`src/rtl/jpeg_bit_reader.sv`:
```
// JPEG entropy-scan bit reader: strips 0xFF00 stuffing and 0xFF fill bytes,
// halts on markers, and serves 0..16-bit MSB-first fields from a 32-bit buffer.
module jpeg_bit_reader #(
  parameter int BUF_W   = 32,
  parameter int MAX_LEN = 16
) (
  input  logic        clk,
  input  logic        rst_n,
  input  logic [7:0]  in_data,
  input  logic        in_valid,
  output logic        in_ready,
  input  logic        rd_req,
  input  logic [4:0]  rd_len,
  output logic        rd_ack,
  output logic [15:0] rd_bits,
  output logic [5:0]  bit_count,
  output logic        marker_valid,
  output logic [7:0]  marker_code,
  input  logic        marker_clr
);

  // Handshakes: a byte moves on an edge with in_valid && in_ready; a read
  // is consumed on an edge with rd_req && len <= bit_count, and rd_ack
  // pulses for one cycle afterwards with the field on rd_bits.

  localparam logic [5:0] MAX_LEN_C = 6'(MAX_LEN);
  localparam logic [5:0] FULL_C    = 6'(BUF_W);

  typedef enum logic [1:0] {
    ST_NORMAL = 2'd0,
    ST_GOT_FF = 2'd1,
    ST_MARKER = 2'd2
  } state_t;

  state_t            state;
  state_t            state_next;
  logic [BUF_W-1:0]  bit_buf;
  logic [BUF_W-1:0]  buf_next;
  logic [BUF_W-1:0]  shifted;
  logic [BUF_W-1:0]  field_wide;
  logic [5:0]        count_next;
  logic [5:0]        remain;
  logic [5:0]        len_eff;
  logic [5:0]        field_shift;
  logic              rd_fire;
  logic              accept;
  logic              append;
  logic [7:0]        append_byte;
  logic              marker_set;

  assign len_eff  = ({1'b0, rd_len} > MAX_LEN_C) ? MAX_LEN_C : {1'b0, rd_len};
  assign rd_fire  = rd_req && (len_eff <= bit_count);
  // A full byte of headroom is required so an append never overflows,
  // even when no read happens on the same edge.
  assign in_ready = (state != ST_MARKER) && (bit_count <= (FULL_C - 6'd8));
  assign accept   = in_valid && in_ready;

  // Input byte classification FSM.
  always_comb begin
    state_next  = state;
    append      = 1'b0;
    append_byte = in_data;
    marker_set  = 1'b0;
    case (state)
      ST_NORMAL: begin
        if (accept) begin
          if (in_data == 8'hFF) state_next = ST_GOT_FF;
          else                  append     = 1'b1;
        end
      end
      ST_GOT_FF: begin
        if (accept) begin
          if (in_data == 8'h00) begin
            append      = 1'b1;
            append_byte = 8'hFF;
            state_next  = ST_NORMAL;
          end else if (in_data != 8'hFF) begin
            marker_set = 1'b1;
            state_next = ST_MARKER;
          end
        end
      end
      ST_MARKER: begin
        if (marker_clr) state_next = ST_NORMAL;
      end
      default: state_next = ST_NORMAL;
    endcase
  end

  // Buffer update: shift out the consumed field first, then drop the new
  // byte directly beneath whatever bits remain.
  always_comb begin
    shifted    = rd_fire ? (bit_buf << len_eff) : bit_buf;
    remain     = bit_count - (rd_fire ? len_eff : 6'd0);
    buf_next   = shifted;
    count_next = remain;
    if (append) begin
      buf_next   = shifted | ({append_byte, {(BUF_W-8){1'b0}}} >> remain);
      count_next = remain + 6'd8;
    end
    field_shift = MAX_LEN_C - len_eff;
    field_wide  = {{(BUF_W-16){1'b0}}, bit_buf[BUF_W-1 -: 16]} >> field_shift;
  end

  always_ff @(posedge clk or negedge rst_n) begin
    if (!rst_n) state <= ST_NORMAL;
    else        state <= state_next;
  end

  always_ff @(posedge clk or negedge rst_n) begin
    if (!rst_n) begin
      bit_buf   <= '0;
      bit_count <= 6'd0;
      rd_ack    <= 1'b0;
      rd_bits   <= 16'h0000;
    end else begin
      bit_buf   <= buf_next;
      bit_count <= count_next;
      rd_ack    <= rd_fire;
      if (rd_fire) rd_bits <= field_wide[15:0];
    end
  end

  // marker_code is kept after marker_clr so it can still be inspected.
  always_ff @(posedge clk or negedge rst_n) begin
    if (!rst_n) begin
      marker_valid <= 1'b0;
      marker_code  <= 8'h00;
    end else if (marker_set) begin
      marker_valid <= 1'b1;
      marker_code  <= in_data;
    end else if ((state == ST_MARKER) && marker_clr) begin
      marker_valid <= 1'b0;
    end
  end

endmodule

```
`config.mk`:
```
export PLATFORM = sky130hd
export DESIGN_NAME = jpeg_bit_reader
export DESIGN_NICKNAME = d
export VERILOG_FILES = /design/src/rtl/jpeg_bit_reader.sv
export SDC_FILE = /design/constraint.sdc
export NUM_CORES = 1
export LEC_CHECK = 0
export ABC_AREA = 1
export CORE_ASPECT_RATIO = 0.5
export CORE_MARGIN = 2
export CORE_UTILIZATION = 47
export DETAILED_ROUTE_END_ITERATION = 8
export HOLD_SLACK_MARGIN = 0.03
export PLACE_DENSITY = 0.65
export SYNTH_ARGS = -nofsm -noshare
export SYNTH_HDL_FRONTEND = slang
export SYNTH_SLANG_ARGS = --single-unit
export TNS_END_PERCENT = 30
```
`constraint.sdc`:
```
create_clock -name clk -period 4.6 [get_ports clk]
set_clock_uncertainty 0.1 [all_clocks]
set_input_delay 1.38 -clock clk [delete_from_list [all_inputs] [get_ports clk]]
set_output_delay 1.38 -clock clk [all_outputs]
set_load 0.05 [all_outputs]
```
* Word level (Yosys, flattened, before mapping)
Index checks and enable logic that the tools add are counted.
Operators by class: $add $sub $neg 3, $lt $le $gt $ge 3, equality and inequality tests 10, shift operators 3, multiplexer cells 26, bitwise logic cells 1, reduce and logical (&&, ||, !) cells 8
Operator list (count):
- 2-to-1 mux 32 bit | 2
- bitwise OR 32 bit | 1
- left shift 32 x 5 -> 32 bit | 1
- >> shifter 32 x 6 -> 32 bit | 1
- 2-to-1 mux 8 bit | 3
- >> shifter 16 x 6 -> 16 bit | 1
- 2-to-1 mux 2 bit | 6
- 2-to-1 mux 1 bit | 10
- 2-to-1 mux 5 bit | 2
- inequality test 2 bit (second input constant) | 5
- equality test 8 bit (second input constant) | 1
- zero test 8 bit | 1
- inequality test 8 bit (second input constant) | 1
- adder 6 x 4 -> 6 bit (second input constant) | 1
- <= comparator 5 x 6 -> 1 bit | 1
- <= comparator 6 x 5 -> 1 bit (second input constant) | 1
- 2-to-1 mux 6 bit | 1
- case mux 2 bit (3 select lines) | 1
- subtractor 5 x 5 -> 6 bit (first input constant) | 1
- subtractor 6 x 5 -> 6 bit | 1
- greater-than comparator 5 bit (second input constant) | 1
- AND reduction 5 bit | 1
- logical AND 1 bit | 4
- inequality test 3 bit (second input constant) | 1
- 5 further kinds | 5
Storage, ports and cells: bits in registers 66, bits of input ports 18, output and inout bits 33, word-level logic and storage cells 61

* Longest topological paths before layout
Gate-level depths: netlist of run 1.
word-level depth 9, depth in mapped cells 27, depth with buffers taken out 24

* Worst setup path before layout of run 1
OpenSTA, ideal clock, no wires.
path type input-to-reg, from input port rd_len[4], to register bit_buf[5], arrival time 4.944 ns, path slack -0.509 ns, stages on the path 24, buffers on the path 5, path through buf_6 > nor2_1 > clkbuf_1 > ha_1 > inv_1 > nor2_1 > o21ai_0 > nand2_1 > o22ai_2 > nand2_2 > buf_4 > buf_2 > nor2_1 > ha_1 > inv_1 > fa_1 > xor2_1 > inv_1 > clkbuf_1 > o21ai_1 > nand2_1 > nand2_1 > nand3_1 > nand2_1
Between the ends: cells in the longest elaborated chain, start to end 9, elaborated cells between the ends (all ways) 11, those cells by class add/sub (1); order compare (2); shift (2); mux (4); bitwise (1); reduce/logical (1)
Ends and longest elaborated chain:
- start, declared | RTL line 13 | input logic [4:0] rd_len,
- greater-than comparator 5 bit | RTL line 51 | assign len_eff = ({1'b0, rd_len} > MAX_LEN_C) ? MAX_LEN_C : {1'b0, rd_len};
- 2-to-1 mux 5 bit (*) | RTL line 51
- <= comparator 5 x 6 -> 1 bit | RTL line 52 | assign rd_fire = rd_req && (len_eff <= bit_count);
- logical AND 1 bit | RTL line 52
- 2-to-1 mux 5 bit | RTL line 94 | remain = bit_count - (rd_fire ? len_eff : 6'd0);
- subtractor 6 x 5 -> 6 bit | RTL line 94
- >> shifter 32 x 6 -> 32 bit | RTL line 98 | buf_next = shifted | ({append_byte, {(BUF_W-8){1'b0}}} >> remain);
- bitwise OR 32 bit | RTL line 98
- 2-to-1 mux 32 bit (*) | RTL line 97 | if (append) begin
- named net buf_next[5] | RTL line 38 | logic [BUF_W-1:0] buf_next;
- end signal, assigned | RTL line 117 | bit_buf <= buf_next;
- end, declared | RTL line 37 | logic [BUF_W-1:0] bit_buf;
Mark *: on every way through the listed nets, which the timed path passes. The rest lies on a longest branch. A chain may end at the register's enable or synchronous reset.

* Worst setup path after layout of run 1
from input port rd_len[1], to register bit_buf[27]
Same word-level chain as after synthesis.

==> results of run 1 <==
-- logic make-up after synthesis --
logic type | after synthesis | synth area share (%)
compound gates | 195 | 18.4
fa+ha+maj | 12 | 2.71
xor+xnor | 6 | 1.23
simple gates | 518 | 38.1
flops | 66 | 28.4
buf+inv | 131 | 9.62
mux | 9 | 1.55
-- worst max-delay path, cell delays in order --
cell             delay (ns)
clkdlybuf4s50_1        0.51
inv_2                  0.10
nor2_4                 0.10
ha_1                   0.24
a21oi_1                0.15
nor2_1                 0.07
o22ai_2                0.12
nand2_2                0.09
nor2_2                 0.13
ha_1                   0.16
inv_1                  0.06
fa_2                   0.38
nand3_2                0.10
nand2_4                0.09
xnor2_4                0.21
inv_2                  0.08
nor2_4                 0.15
buf_4                  0.14
nand4_1                0.24
nand2_1                0.15
-- worst paths after layout --
path / from / endpoint / cells after the start
max in group asynchronous: rst_n / bit_buf[9]$_DFF_PN0_ / 2
setup / recovery: rd_len[1] / bit_buf[27]$_DFF_PN0_ / 20
setup reg to reg: bit_count[4]$_DFF_PN0_ / bit_buf[27]$_DFF_PN0_ / 19
hold / removal: rd_bits[2]$_DFFE_PN0N_ / rd_bits[2]$_DFFE_PN0N_ / 2
hold reg to reg: rd_bits[2]$_DFFE_PN0N_ / rd_bits[2]$_DFFE_PN0N_ / 2
min in group asynchronous: rst_n / rd_bits[0]$_DFFE_PN0N_ / 1
-- through the flow --
| step | util [%] | setup slack [ns] |
|---|---|---|
| 6_report | 62.2 | 0.122 |
| 5_1_grt | 62.2 | 0.000363 |
| 4_1_cts | 60.6 | -0.0133 |
| 3_5_place_dp | 57.8 | -0.537 |
| 3_3_place_gp | 57.8 | -0.476 |
| 2_1_floorplan | - | -0.00218 |
-- synth_stat cells, types with 2 or more instances --
library cell	instances
ha_1	11
nor2_2	4
o21ai_1	59
o21a_1	4
nand4_1	16
nand2_4	2
nand2_2	5
inv_2	5
inv_1	77
a21oi_1	22
nor2_1	53
o31ai_1	8
xor2_1	4
buf_2	16
buf_4	8
nor2_4	4
mux2i_1	9
o22ai_1	5
nand3_1	110
and2_1	2
buf_1	3
o211ai_1	13
clkbuf_1	18
o21ai_0	78
dfrtp_1	66
buf_6	2
nor3_1	4
nand2_1	313
or2_1	2
-- layer usage --
metal  vias to the layer above  GRT usage, %  routed length [um]
met5                         -             0                   0
met4                         0          10.7                 595
met3                        51          8.09                1920
met2                       318          54.2                9260
met1                      3133          43.9                9540
li1                       3307             -                   -
-- sequential cells by signal, summed over array words and instances, names as in the netlist --
| name | flops |
|---|---|
| bit_buf | 32 |
| rd_bits | 16 |
| rd_ack | 1 |
| bit_count | 6 |
| marker_valid | 1 |
| state | 2 |
| marker_code | 8 |
-- cell type report --
cell class	count	area [um^2]
fill	1174	4520
clock buffer	10	229
timing repair buffer	134	1160
clock inverter	6	42.5
inverter	84	324
multi-input combinational	740	3820
tap	165	206
sequential	66	1650
-- power by group through the flow --
stage / combinational [mW] / sequential [mW] / clock (mW)
final: 3.96 / 1.09 / 0.657
after global routing: 4.32 / 1.12 / 0.694
after CTS: 3.70 / 1.07 / 0.661
after detailed placement: 3.65 / 1.08 / 0
after global placement: 3.63 / 1.08 / 0
after floorplan: 1.96 / 1.39 / 0
-- timing repair --
item                                    CTS  global route
pin swaps                                 5            14
cloned                                    0             1
endpoints found under the hold margin     0             0
gates resized for setup                   5            37
setup buffers                             5             3
endpoints found under the setup margin   25            35
==> flow_metrics.env, run 1 <==
export IMPL_max_freq_mhz=223
export IMPL_io_pins=51
export IMPL_finalHoldViolations=0
export IMPL_antenna_found_initial=0
export IMPL_grt_pass1_wl_um=33600
export IMPL_drtIter0Drc=721
export IMPL_synth_seq_area_share_pct=28.4
export IMPL_power_density_nw_per_um2=769
export IMPL_place_congestion=0.979
export IMPL_critPathRequiredTime_ns=4.77
export IMPL_final_min_clock_period_ns=4.48
export IMPL_placementRows=28
export IMPL_design_power_total_mw=5.71
export IMPL_drc=0
export IMPL_synthesis_area_um2=5820
export IMPL_cts_clk_slew_worst_paths_ns=0.06
export IMPL_cp_max_fo=6
export IMPL_portBuffers=50
export IMPL_start_kind="primary input"
export IMPL_drive_gt1_share_pct=15.4
export IMPL_slew_headroom_pct=31.0
export IMPL_clockRootBuffer="clkbuf_16"
export IMPL_p_sw_mw=3.00
export IMPL_syn_nets=967
export IMPL_reg2reg_slack_ns=1.09
export IMPL_yosys_top_cells_area="dfrtp_1 (28%), nand2_1 (20%), nand3_1 (9.5%)"
export IMPL_grt_ovfl_total=0
export IMPL_holdCritPathClass="flip-flop to flip-flop"
export IMPL_die_height_um=82.7
export IMPL_syn_inst=937
export IMPL_p_sw_share_pct=52.6
export IMPL_tns_ns=0
export IMPL_maxCapViolCount=0
export IMPL_drt_antenna_violating_nets=0
export IMPL_tightest_slew_ns=1.03
export IMPL_first_pass_iters=8
export IMPL_worstPathArrival_ns=4.65
export IMPL_pwr_share_comb_pct=69.3
export IMPL_status="finished clean"
export IMPL_antennaDiodeCount=0
export IMPL_die_w_um=161
export IMPL_cts_sinks=66
export IMPL_power_leakage_nw=3.60
export IMPL_grt_pass1_vias=6261
export IMPL_criticalPathCategory="primary input to flip-flop"
export IMPL_synth_cell_type_count=43
export IMPL_finalCritPeriodShare_pct=97.3
export IMPL_clkLatencyLatePin_ns=0.35
export IMPL_final_nets=1065
export IMPL_clockBufferDepth=2
export IMPL_place_inst=1180
export IMPL_grt_usage_pct=33.2
export IMPL_vdd_drop_max_mv=0.535
export IMPL_yosysWarnings=0
export IMPL_synth_seq_cells=66
export IMPL_htreeDepth=3
export IMPL_intPower_mw=2.71
export IMPL_hold_ws_ns=0.379
export IMPL_cts_hold_buf=0
export IMPL_ys_async_sr_fraction_pct=100
export IMPL_rsz0062_at_grt="false"
export IMPL_vias_per_cell=5.65
export IMPL_yosysTopAreaCell="dfrtp_1"
export IMPL_yosys_area_top_type_share_pct=28.4
export IMPL_clockPowerShare_pct=11.5
export IMPL_wirelength_um=21300
export IMPL_grt_max_degree=72
export IMPL_wl_per_cell_um=17.7
export IMPL_coreArea_um2=11900
export IMPL_ys_flop_type="dfrtp_1"
export IMPL_finalInstanceArea_um2=7430
export IMPL_drv_slew=0
export IMPL_final_cells=1205
export IMPL_final_cell_mix="nand2_1 (307), nand3_1 (105), buf_4 (78)"
export IMPL_endpoint_kind="flip-flop"
export IMPL_pwr_share_seq_pct=19.1
export IMPL_cts_tree="done"
export IMPL_start_util_pct=48.7
export IMPL_cts_buffers=9
export IMPL_synth_edf_count=0
export IMPL_final_common_cell="nand2_1"
export IMPL_area_delta_synth_final_pct=27.7
export IMPL_synth_avg_cell_area_um2=6.21
export IMPL_vias=6809
export IMPL_dp_hpwl_um=16300
export IMPL_place_area_um2=6910
export IMPL_die_area_um2=13300
export IMPL_finalSetupViolations=0
(Power assumes the default switching activity.)
==> run 2: changes to the inputs <==
--- a/config.mk
+++ b/config.mk
@@ -5,12 +5,12 @@
 export SDC_FILE = /design/constraint.sdc
 export NUM_CORES = 1
 export LEC_CHECK = 0
-export ABC_AREA = 1
 export CORE_ASPECT_RATIO = 0.5
 export CORE_MARGIN = 2
 export CORE_UTILIZATION = 47
 export DETAILED_ROUTE_END_ITERATION = 8
 export HOLD_SLACK_MARGIN = 0.03
+export MAX_ROUTING_LAYER = met4
 export PLACE_DENSITY = 0.65
 export SYNTH_ARGS = -nofsm -noshare
 export SYNTH_HDL_FRONTEND = slang
==> flow_metrics.env, run 2 <==
export IMPL_grt_pass1_wl_um=35400
export IMPL_slowest_delay_ns=0.60
export IMPL_syn_nets=700
export IMPL_antennaDiodeCount=0
export IMPL_clkLatencyLatePin_ns=0.34
export IMPL_pwr_share_seq_pct=18.4
export IMPL_synthMuxAreaShare_pct=23.1
export IMPL_crit_family="compound AO/OA/AOI/OAI gates"
export IMPL_setup_slack_ns=-0.116
export IMPL_yosysTopAreaCell="dfrtp_1"
export IMPL_maxCapViolCount=0
export IMPL_cts_clk_slew_worst_paths_ns=0.06
export IMPL_finalSetupViolations=8
export IMPL_worstHoldPathCells=2
export IMPL_p_sw_share_pct=48.0
export IMPL_cts_buffers=9
export IMPL_multi_input_area_um2=4500
export IMPL_ys_async_sr_fraction_pct=100
export IMPL_wl_per_cell_um=22.9
export IMPL_yosys_area_top_type_share_pct=27.1
export IMPL_drv_slew=0
export IMPL_final_min_clock_period_ns=4.72
export IMPL_dp_hpwl_um=16800
export IMPL_met2_usage_pct=51.8
export IMPL_synth_avg_cell_area_um2=9.11
export IMPL_clockRootBuffer="clkbuf_16"
export IMPL_power_leakage_nw=3.50
export IMPL_vias=6381
export IMPL_portBuffers=50
export IMPL_endpoint_kind="flip-flop"
export IMPL_largest_reg_flops=32
export IMPL_drt_antenna_violating_nets=0
export IMPL_power_density_nw_per_um2=778
export IMPL_final_common_cell="buf_4"
export IMPL_hp_start="rd_bits[9]$_DFFE_PN0N_"
export IMPL_reg2reg_slack_ns=0.59
export IMPL_first_pass_iters=5
export IMPL_r2r_end="bit_buf[17]$_DFF_PN0_"
export IMPL_grt_pass1_vias=6311
export IMPL_synthAdderAreaFrac_pct=2.58
export IMPL_coreArea_um2=12700
export IMPL_start_kind="primary input"
export IMPL_wirelength_um=22400
export IMPL_violations="setup timing"
export IMPL_synthesis_area_um2=6100
export IMPL_critPathBufInv=5
export IMPL_max_freq_mhz=212
export IMPL_synth_seq_cells=66
export IMPL_grt_max_degree=59
export IMPL_finalHoldViolations=0
export IMPL_final_cell_mix="buf_4 (106), mux2i_1 (69), nand2_1 (68)"
export IMPL_regArea_um2=1650
export IMPL_drtIter0Drc=643
export IMPL_reg2reg_depth=16
export IMPL_rsz0062_at_grt="true"
export IMPL_die_area_um2=14000
export IMPL_yosysWarnings=0
export IMPL_r2r_start="bit_count[3]$_DFF_PN0_"
export IMPL_vdd_drop_max_mv=0.466
export IMPL_finalCritPeriodShare_pct=103
export IMPL_pwr_share_comb_pct=70.8
export IMPL_fillers=1035
export IMPL_tns_ns=-0.461
export IMPL_cp_max_fo=5
export IMPL_yosysMostFrequentCell="nand2_1"
export IMPL_drc=0
export IMPL_criticalPathCategory="primary input to flip-flop"
export IMPL_antenna_found_initial=0
export IMPL_p_sw_mw=3.07
export IMPL_place_ws_ns=-1.01
export IMPL_die_w_um=165
export IMPL_worstPathArrival_ns=4.83
export IMPL_synth_edf_count=0
export IMPL_htreeDepth=3
export IMPL_vias_per_cell=6.53
export IMPL_reg_top3="bit_buf x32, rd_bits x16, marker_code x8"
export IMPL_yosys_top_cells_area="dfrtp_1 (27%), mux2i_1 (11%), mux4_2 (8.5%)"
export IMPL_final_cells=977
export IMPL_final_nets=833
export IMPL_drive_gt1_share_pct=30.9
export IMPL_synth_cell_type_count=80
export IMPL_placementRows=29
export IMPL_slew_headroom_pct=41.2
export IMPL_min_delay_worst_endpoint="rd_bits[9]$_DFFE_PN0N_"
export IMPL_synth_seq_area_share_pct=27.1
export IMPL_yosys_area_share_xor_xnor_pct=1.87
export IMPL_die_height_um=84.6
export IMPL_start_util_pct=48.2
export IMPL_holdCritPathClass="flip-flop to flip-flop"
export IMPL_status="complete, but fails checks"
export IMPL_cts_sinks=66
export IMPL_place_congestion=0.972
export IMPL_clockBufferDepth=2
export IMPL_synth_top_family_by_area="multiplexers"
export IMPL_area_delta_synth_final_pct=34.4
export IMPL_ys_flop_type="dfrtp_1"
export IMPL_syn_inst=670
export IMPL_critPathRequiredTime_ns=4.72
export IMPL_fin_util_pct=64.8
export IMPL_synthTopCellsByCount="nand2_1 (72), mux2i_1 (69), dfrtp_1 (66)"
export IMPL_tightest_slew_ns=0.882
export IMPL_synth_simple_area_share_pct=17.2
export IMPL_design_power_total_mw=6.38
export IMPL_top_register="bit_buf"
export IMPL_worstPathCellList="buf_8 > inv_4 > nand2_4 > inv_4 > ha_4 > and4bb_2 > o21ai_2 > o311ai_2 > a21o_2 > nor2_4 > ha_4 > inv_2 > fa_2 > buf_6 > mux4_2 > a21oi_2 > or3_4 > o311ai_4 > a221o_1"
export IMPL_synth_compound_area_share_pct=22.8
export IMPL_grt_usage_pct=34.3
export IMPL_clockPowerShare_pct=10.9
export IMPL_grt_ovfl_total=0
export IMPL_grt_util_met3_pct=6.67
export IMPL_cp_slowest_cell="fa_2"
export IMPL_grt_met1_usage_pct=46.7
export IMPL_io_pins=51
export IMPL_top_usage_layer="met2"
export IMPL_intPower_mw=3.32
export IMPL_cts_tree="done"
export IMPL_place_inst=949
export IMPL_cts_hold_buf=0
==> run 2: final cells by class <==
type	count	share of cell area [%]
multi-input combinational	534	54.8
clock inverter	3	0.488
sequential	66	20.1
clock buffer	12	3.00
tap	170	2.59
inverter	22	1.19
timing repair buffer	170	17.8
==> run 2: cells by family (layout without fill, tap and decap cells) <==
group / Yosys count / in the layout
DFF: 66 / 66
and+or+nand+nor: 210 / 210
adders and majority gates: 12 / 12
muxes: 110 / 110
AOI/OAI and AO/OA: 189 / 189
xor gates and xnor gates: 13 / 13
buffers and inverters: 70 / 207
==> run 2: power by group through the flow <==
stage / registers [mW] / clock network (mW) / logic (mW)
detailed placement: 1.17 / 0 / 3.98
finish: 1.17 / 0.693 / 4.52
global placement: 1.16 / 0 / 3.93
floorplan: 1.34 / 0 / 2.17
CTS: 1.16 / 0.696 / 4.26
global route: 1.20 / 0.718 / 4.82
==> run 2: metrics by stage <==
| stage | instance area, um^2 | hold slack [ns] |
|---|---|---|
| after detailed placement | 7500 | 0.371 |
| final | 8210 | 0.378 |
| after global routing | 8210 | 0.411 |
| after global placement | 7500 | 0.364 |
| after floorplan | 6300 | 0.343 |
| after CTS | 8040 | 0.383 |
==> run 2: worst max-delay path by stage <==
stage	startpoint	endpoint	slack [ns]	depth (start not counted)
after floorplan	rd_len[4]	bit_buf[7]$_DFF_PN0_	-0.82	20
after global placement	rd_len[4]	bit_buf[7]$_DFF_PN0_	-0.96	18
after global routing	rd_len[4]	bit_buf[17]$_DFF_PN0_	-0.23	19
final	rd_len[4]	bit_buf[17]$_DFF_PN0_	-0.12	19
after detailed placement	rd_len[4]	bit_buf[7]$_DFF_PN0_	-1.01	18
after CTS	rd_len[4]	bit_buf[7]$_DFF_PN0_	-0.20	17
==> run 2: worst min-delay path, delay by kind of cell (launching register included) <==
kind,cells,cell delay (ns)
flops,1,0.34
compound gates,1,0.06
simple gates,1,0.05
==> run 2: per-layer routing <==
| metal | up-vias | part of all wire [%] |
|---|---|---|
| met3 | 54 | 8.0 |
| li1 | 2864 | - |
| met5 | - | 0 |
| met1 | 3144 | 45 |
| met4 | 0 | 2.5 |
| met2 | 319 | 44 |
==> run 2: timing repair <==
action	4_1_cts	5_1_grt
resized for setup	58	28
pin swaps	27	18
setup buffers	11	2
setup endpoints to repair	34	34
